$ cat config.mk
export PLATFORM = sky130hd
export DESIGN_NAME = regfile_writer
export DESIGN_NICKNAME = d
export VERILOG_FILES = /design/src/rtl/regfile_writer.sv
export SDC_FILE = /design/constraint.sdc
export NUM_CORES = 1
export LEC_CHECK = 0
export ABC_AREA = 1
export BUFFER_PORTS_ARGS = -buffer_cell sky130_fd_sc_hd__buf_2
export CAP_MARGIN = 40
export CORE_MARGIN = 8
export CORE_UTILIZATION = 60
export CTS_CLUSTER_SIZE = 16
export DETAILED_ROUTE_END_ITERATION = 8
export GPL_TIMING_DRIVEN = 0
export PLACE_DENSITY = 0.9
export SYNTH_ARGS = -nofsm -noshare
export SYNTH_HDL_FRONTEND = slang
export SYNTH_SLANG_ARGS = --single-unit
$ cat constraint.sdc
create_clock -name clk -period 10.02 [get_ports clk]
set_input_delay 2.004 -clock clk [delete_from_list [all_inputs] [get_ports clk]]
set_output_delay 2.004 -clock clk [all_outputs]
set_load 0.03 [all_outputs]
$ cat src/rtl/regfile_writer.sv
// Write-side front end for the integer register file: two buffered result
// sources, starvation-bounded arbitration, x0 filtering and a pending-write mask.
module regfile_writer #(
  parameter int unsigned XLEN       = 64,
  parameter int unsigned DEPTH      = 2,
  parameter int unsigned STARVE_MAX = 4
) (
  input  logic            clk,
  input  logic            rst,
  input  logic            src0_valid,
  output logic            src0_ready,
  input  logic [4:0]      src0_addr,
  input  logic [XLEN-1:0] src0_data,
  input  logic            src1_valid,
  output logic            src1_ready,
  input  logic [4:0]      src1_addr,
  input  logic [XLEN-1:0] src1_data,
  output logic [4:0]      write_addr,
  output logic [XLEN-1:0] write_data,
  output logic            write_ena,
  output logic [31:0]     pending_mask
);

  localparam int unsigned PW = $clog2(DEPTH);
  localparam int unsigned CW = PW + 1;
  localparam int unsigned SW = $clog2(STARVE_MAX + 1);

  logic [4:0]      fifo_addr [2][DEPTH];
  logic [XLEN-1:0] fifo_data [2][DEPTH];
  logic [PW-1:0]   rd_ptr [2];
  logic [PW-1:0]   wr_ptr [2];
  logic [CW-1:0]   count  [2];
  logic [SW-1:0]   starve_cnt;

  logic [1:0]      in_valid;
  logic [4:0]      in_addr [2];
  logic [XLEN-1:0] in_data [2];
  logic [1:0]      ready;
  logic [1:0]      nonempty;
  logic [1:0]      push;
  logic [1:0]      grant;
  logic            starved;

  assign in_valid   = {src1_valid, src0_valid};
  assign in_addr[0] = src0_addr;
  assign in_addr[1] = src1_addr;
  assign in_data[0] = src0_data;
  assign in_data[1] = src1_data;
  assign src0_ready = ready[0];
  assign src1_ready = ready[1];

  // Handshake and arbitration; ready looks only at registered occupancy.
  always_comb begin
    ready    = '0;
    nonempty = '0;
    push     = '0;
    for (int s = 0; s < 2; s++) begin
      ready[s]    = !rst && (count[s] < CW'(DEPTH));
      nonempty[s] = (count[s] != '0);
      push[s]     = in_valid[s] && ready[s] && (in_addr[s] != 5'd0);
    end
    starved  = (starve_cnt >= SW'(STARVE_MAX));
    grant    = '0;
    grant[1] = nonempty[1] && (!nonempty[0] || starved);
    grant[0] = nonempty[0] && !grant[1];
  end

  always_ff @(posedge clk) begin
    if (rst) begin
      for (int s = 0; s < 2; s++) begin
        rd_ptr[s] <= '0;
        wr_ptr[s] <= '0;
        count[s]  <= '0;
      end
      starve_cnt <= '0;
      write_ena  <= 1'b0;
      write_addr <= 5'd0;
      write_data <= '0;
    end else begin
      for (int s = 0; s < 2; s++) begin
        if (push[s]) begin
          fifo_addr[s][wr_ptr[s]] <= in_addr[s];
          fifo_data[s][wr_ptr[s]] <= in_data[s];
          wr_ptr[s]               <= wr_ptr[s] + PW'(1);
        end
        if (grant[s]) rd_ptr[s] <= rd_ptr[s] + PW'(1);
        case ({push[s], grant[s]})
          2'b10:   count[s] <= count[s] + CW'(1);
          2'b01:   count[s] <= count[s] - CW'(1);
          default: count[s] <= count[s];
        endcase
      end

      if (nonempty[1] && !grant[1]) begin
        if (!starved) starve_cnt <= starve_cnt + SW'(1);
      end else begin
        starve_cnt <= '0;
      end

      write_ena <= |grant;
      if (grant[1]) begin
        write_addr <= fifo_addr[1][rd_ptr[1]];
        write_data <= fifo_data[1][rd_ptr[1]];
      end else if (grant[0]) begin
        write_addr <= fifo_addr[0][rd_ptr[0]];
        write_data <= fifo_data[0][rd_ptr[0]];
      end
    end
  end

  // Occupied slots are the count entries starting at the read pointer.
  always_comb begin
    logic [PW-1:0] offs;
    offs         = '0;
    pending_mask = '0;
    for (int s = 0; s < 2; s++) begin
      for (int i = 0; i < int'(DEPTH); i++) begin
        offs = PW'(i) - rd_ptr[s];
        if (CW'(offs) < count[s]) pending_mask[fifo_addr[s][i]] = 1'b1;
      end
    end
    if (write_ena) pending_mask[write_addr] = 1'b1;
    pending_mask[0] = 1'b0;
  end

endmodule

Word level (Yosys, flattened, before mapping):

Memory sizes are Yosys's and may differ from the RTL's.
Index checks and enable logic that the tools add are counted.

* add/subtract/negate cells: 13
* $lt $le $gt $ge: 23
* equality and inequality tests: 4
* muxes and demuxes: 85
* bitwise operators: 19
* reductions and logical operators: 29

Operator list (count)
* two-way mux 64 bit: 10
* two-way mux 128 bit: 2
* two-way mux 32 bit: 5
* demux 64 bit (select 1 bit): 2
* bitwise OR 32 bit: 4
* two-way mux 5 bit: 10
* two-way mux 1 bit: 41
* less-than comparator 5 x 6 -> 1 bit (second input constant): 5
* demux 1 bit (select 5 bit): 5
* greater-or-equal comparator 5 x 1 -> 1 bit (second input constant): 5
* two-way mux 10 bit: 2
* logical AND 1 bit: 16
* two-way mux 2 bit: 6
* demux 5 bit (select 1 bit): 2
* bitwise OR 1 bit: 10
* nonzero test 5 bit: 2
* greater-or-equal comparator 2 bit (second input constant): 4
* less-than comparator 1 x 2 -> 1 bit: 4
* NOT 1 -> 2 bit: 4
* OR reduction 2 bit: 4
* nonzero test 2 bit: 3
* adder 1 bit (second input constant): 4
* adder 2 x 1 -> 2 bit (second input constant): 2
* == test 2 x 1 -> 1 bit (second input constant): 2
* other kinds (10): 19

* bits in registers: 73
* memory bits (writable): 284
* input port bits: 142
* word-level logic and storage cells: 182
* memories: 5

Memories
* fifo_data: words 2, width 128, rd ports 2, clocked after memory_dff 0, write ports 2, line 29 `logic [XLEN-1:0] fifo_data [2][DEPTH];`
* fifo_addr: words 2, width 10, rd ports 2, clocked after memory_dff 0, write ports 2, line 28 `logic [4:0] fifo_addr [2][DEPTH];`
* count: words 2, width 2, rd ports 2, clocked after memory_dff 0, write ports 2, line 32 `logic [CW-1:0] count [2];`
* rd_ptr: words 2, width 1, rd ports 2, clocked after memory_dff 0, write ports 2, line 30 `logic [PW-1:0] rd_ptr [2];`
* wr_ptr: words 2, width 1, rd ports 2, clocked after memory_dff 0, write ports 2, line 31 `logic [PW-1:0] wr_ptr [2];`

Longest topological paths before layout:

An unclocked memory read counts as a cell.

* word-level depth: 14
* mapped depth: 11

Worst setup path after synthesis:

No wires, ideal clock.

* path type: input-to-reg
* start: input port rst
* end: memory fifo_addr[0][10] (netlist bit), enable pin
* setup time: 0.497 ns
* arrival time: 5.660 ns
* path slack: 3.863 ns
* cell stages on the path: 3
* path buffers: 0
* cells stage by stage: nor2_1 -> nand3_1 -> nor2_1

RTL lines
* start, declared: line 9 `input logic rst,`
* end, declared: line 28

Worst setup path in the final report:

* start: input port rst
* end: output port src1_ready

* cells in the longest elaborated chain, start to end: 2

Ends and longest elaborated chain
* logical NOT 1 bit: line 58 `ready[s] = !rst && (count[s] < CW'(DEPTH));`
* logical AND 1 bit: line 58
* end, declared: line 15 `output logic src1_ready,`

No other way between the ends.

==> results.sh <==
export IMPL_final_max_slew_viol_count=0
export IMPL_nets=2075
export IMPL_multiInputGateArea_sq_mm=0.00449
export IMPL_drtPass1Iterations=6
export IMPL_async_flop_share_pct=0
export IMPL_setup_viol=0
export IMPL_finClkSkew_ns=0.0176
export IMPL_synth_top_area_share_pct=55.8
export IMPL_wire_per_inst_microns=20.5
export IMPL_critPathMaxFanout=7
export IMPL_slew_headroom_pct=53.2
export IMPL_synth_ff_type="edfxtp_1"
export IMPL_rsz0062_at_grt="false"
export IMPL_die_width_microns=176
export IMPL_ys_warn_count=0
export IMPL_end_kind="output pin"
export IMPL_yosysTopAreaCell="edfxtp_1"
export IMPL_worstSetupPathType="in2out"
export IMPL_start_kind="primary input"
export IMPL_clk_path_buf_depth=3
export IMPL_start_util_pct=60.9
export IMPL_power_internal_mw=3.07
export IMPL_fmax_ghz=0.206
export IMPL_dp_hpwl_microns=33300
export IMPL_switching_share_pct=39.5
export IMPL_outcome="complete, no violations"
export IMPL_gr_total_overflow=0
export IMPL_cts_made_buffers=36
export IMPL_hold_buffers=0
export IMPL_period_share_pct=48.4
export IMPL_seq_area_sq_mm=0.00999
export IMPL_leakagePower_nw=8.25
export IMPL_clk_latency_ns=0.53
export IMPL_min_from="write_data[27]"
export IMPL_io_pins=246
export IMPL_drc_errors=0
export IMPL_fillers=1741
export IMPL_arrival_ns=2.85
export IMPL_clk_pin_slew_ns=0.06
export IMPL_globalplace_congestion=0.930
export IMPL_synth_cell_type_count=25
export IMPL_antenna_found_initial=11
export IMPL_totalPowerFinal_mw=5.08
export IMPL_port_buffers=244
export IMPL_post_cts_resized=0
export IMPL_post_place_cells=2218
export IMPL_track_usage_pct=29.5
export IMPL_ir_drop_uv=214
export IMPL_rows=58
export IMPL_area_growth_syn_to_layout_pct=20.7
export IMPL_min_period_ns=4.85
export IMPL_cts_tree="yes"
export IMPL_startpoint="rst"
export IMPL_cts_root_buf="clkbuf_16"
export IMPL_num_vias=13000
export IMPL_drive_gt1_share_pct=19.2
export IMPL_powerDensity_mw_per_mm2=276
export IMPL_synth_area_leaders="edfxtp_1 56%, nand2_1 14%, dfxtp_1 9.6%, nor2_1 5.7%, o21ai_0 3.9%"
export IMPL_viasPerCell=5.66
export IMPL_htree_levels=2
export IMPL_fin_cells=2292
export IMPL_core_area_sq_mm=0.0251
export IMPL_hp_class="reg2reg"
export IMPL_avgSynthCellArea_sq_um=9.38
export IMPL_ys_seq_elements=357
export IMPL_seqPwrFrac_pct=38.8
export IMPL_grt_max_degree=29
export IMPL_cp_data_required_time_ns=8.02
export IMPL_die_h_microns=176
export IMPL_grt_pass1_vias=13000
export IMPL_ant_nets=0
export IMPL_yosysSeqAreaShare_pct=65.4
export IMPL_grt_pass1_wl_microns=70500
export IMPL_clock_sinks=357
export IMPL_r2r_start="count[1][0]"
export IMPL_worst_pin_slew_ns=0.700
export IMPL_synthTopCellsByCount="569 x nand2_1, 284 x edfxtp_1, 232 x nor2_1"
export IMPL_fin_tns_setup_ns=0
export IMPL_clkPwrFrac_pct=25.9
export IMPL_hold_viol_final=0
export IMPL_yosysMostFrequentCell="nand2_1"
export IMPL_first_iter_violations=1559
export IMPL_drv_cap=0
export IMPL_netlist_instances=1630
export IMPL_wirelength_microns=47000
export IMPL_synth_cell_area_sq_mm=0.0153
export IMPL_synth_edff_count=284
export IMPL_post_cts_buffers=0
export IMPL_pwr_share_comb_pct=35.3
export IMPL_p_sw_mw=2.01
export IMPL_syn_nets=1779
export IMPL_fp_dieArea_sq_mm=0.0308
==> registers in the layout, summed over array words and instances (netlist names), 2 cells and up <==
register,count
write_addr,5
starve_cnt,3
fifo_data,256
fifo_addr,20
rd_ptr,2
count,4
wr_ptr,2
write_data,64
==> power by group through the flow <==
stage	logic, mW	registers [mW]	clock network, mW
5_1_grt	1.94	1.99	1.37
3_3_place_gp	1.64	2.00	0
6_report	1.80	1.97	1.32
2_1_floorplan	0.888	2.21	0
3_5_place_dp	1.74	1.99	0
4_1_cts	1.77	1.97	1.32
==> worst max-delay path, cell delays in order <==
cell	delay [ns]
buf_2	0.18
nor2_1	0.37
buf_2	0.29
==> final timing paths <==
kind                    end  slack (ns)  depth (start not counted)
max              src1_ready        5.17                          3
min reg2reg  write_data[27]        0.45                          2
min          write_data[27]        0.45                          2
max reg2reg     count[1][1]        7.14                         11
==> final cells by class <==
class	count	share of cell area, %
Multi-Input combinational cell	1072	24.3
Sequential cell	357	54.2
Buffer	62	1.71
Inverter	139	2.83
Tap cell	330	2.24
Antenna cell	8	0.109
Timing Repair Buffer	258	8.38
Clock buffer	46	5.37
Clock inverter	20	0.875
==> routing by layer <==
layer | global-route usage [%] | up-vias | part of all wire, %
li1 | - | 5893 | -
met1 | 36.4 | 6050 | 37
met2 | 49.3 | 853 | 48
met3 | 5.86 | 166 | 10
met4 | 14.3 | 8 | 4.4
met5 | 0 | - | 0.096
==> placed cells by master, fill, tap and decap left out, types with 3 or more instances in the layout <==
master,n
nand2_1,569
buf_2,285
edfxtp_1,284
nor2_1,228
inv_1,138
o21ai_0,119
nand3_1,108
dfxtp_1,73
clkbuf_16,37
clkbuf_1,17
buf_16,10
nor3_1,9
buf_4,9
clkinv_2,9
diode_2,8
ha_1,7
nand3b_1,5
nand4_1,5
nor2_4,5
a21oi_1,4
or2_2,4
clkinv_1,4
o21ai_1,3
buf_1,3
inv_6,3
clkbuf_8,3
==> logic make-up (layout without fill, tap and decap cells) <==
group	after synthesis	in the layout	synth area share (%)
buffers and inverters	201	525	5.48
DFF	357	357	65.4
xor gates and xnor gates	1	1	0.0573
and+or+nand+nor	937	937	24.4
adders and majority gates	7	7	0.573
other	1	9	0.0245
AOI/OAI and AO/OA	126	126	4.13
==> metrics by stage <==
stage / hold slack (ns) / util, % / instance area (sq um) / setup slack [ns]
5_1_grt: 0.472 / 73.5 / 18400 / 5.21
2_1_floorplan: 0.417 / - / 15300 / 3.86
3_3_place_gp: 0.429 / 67.4 / 16900 / 1.91
3_5_place_dp: 0.435 / 68.8 / 17300 / 5.22
6_report: 0.448 / 73.5 / 18400 / 5.17
4_1_cts: 0.451 / 73.4 / 18400 / 5.22
No activity file was read; power rests on OpenSTA's default activity.
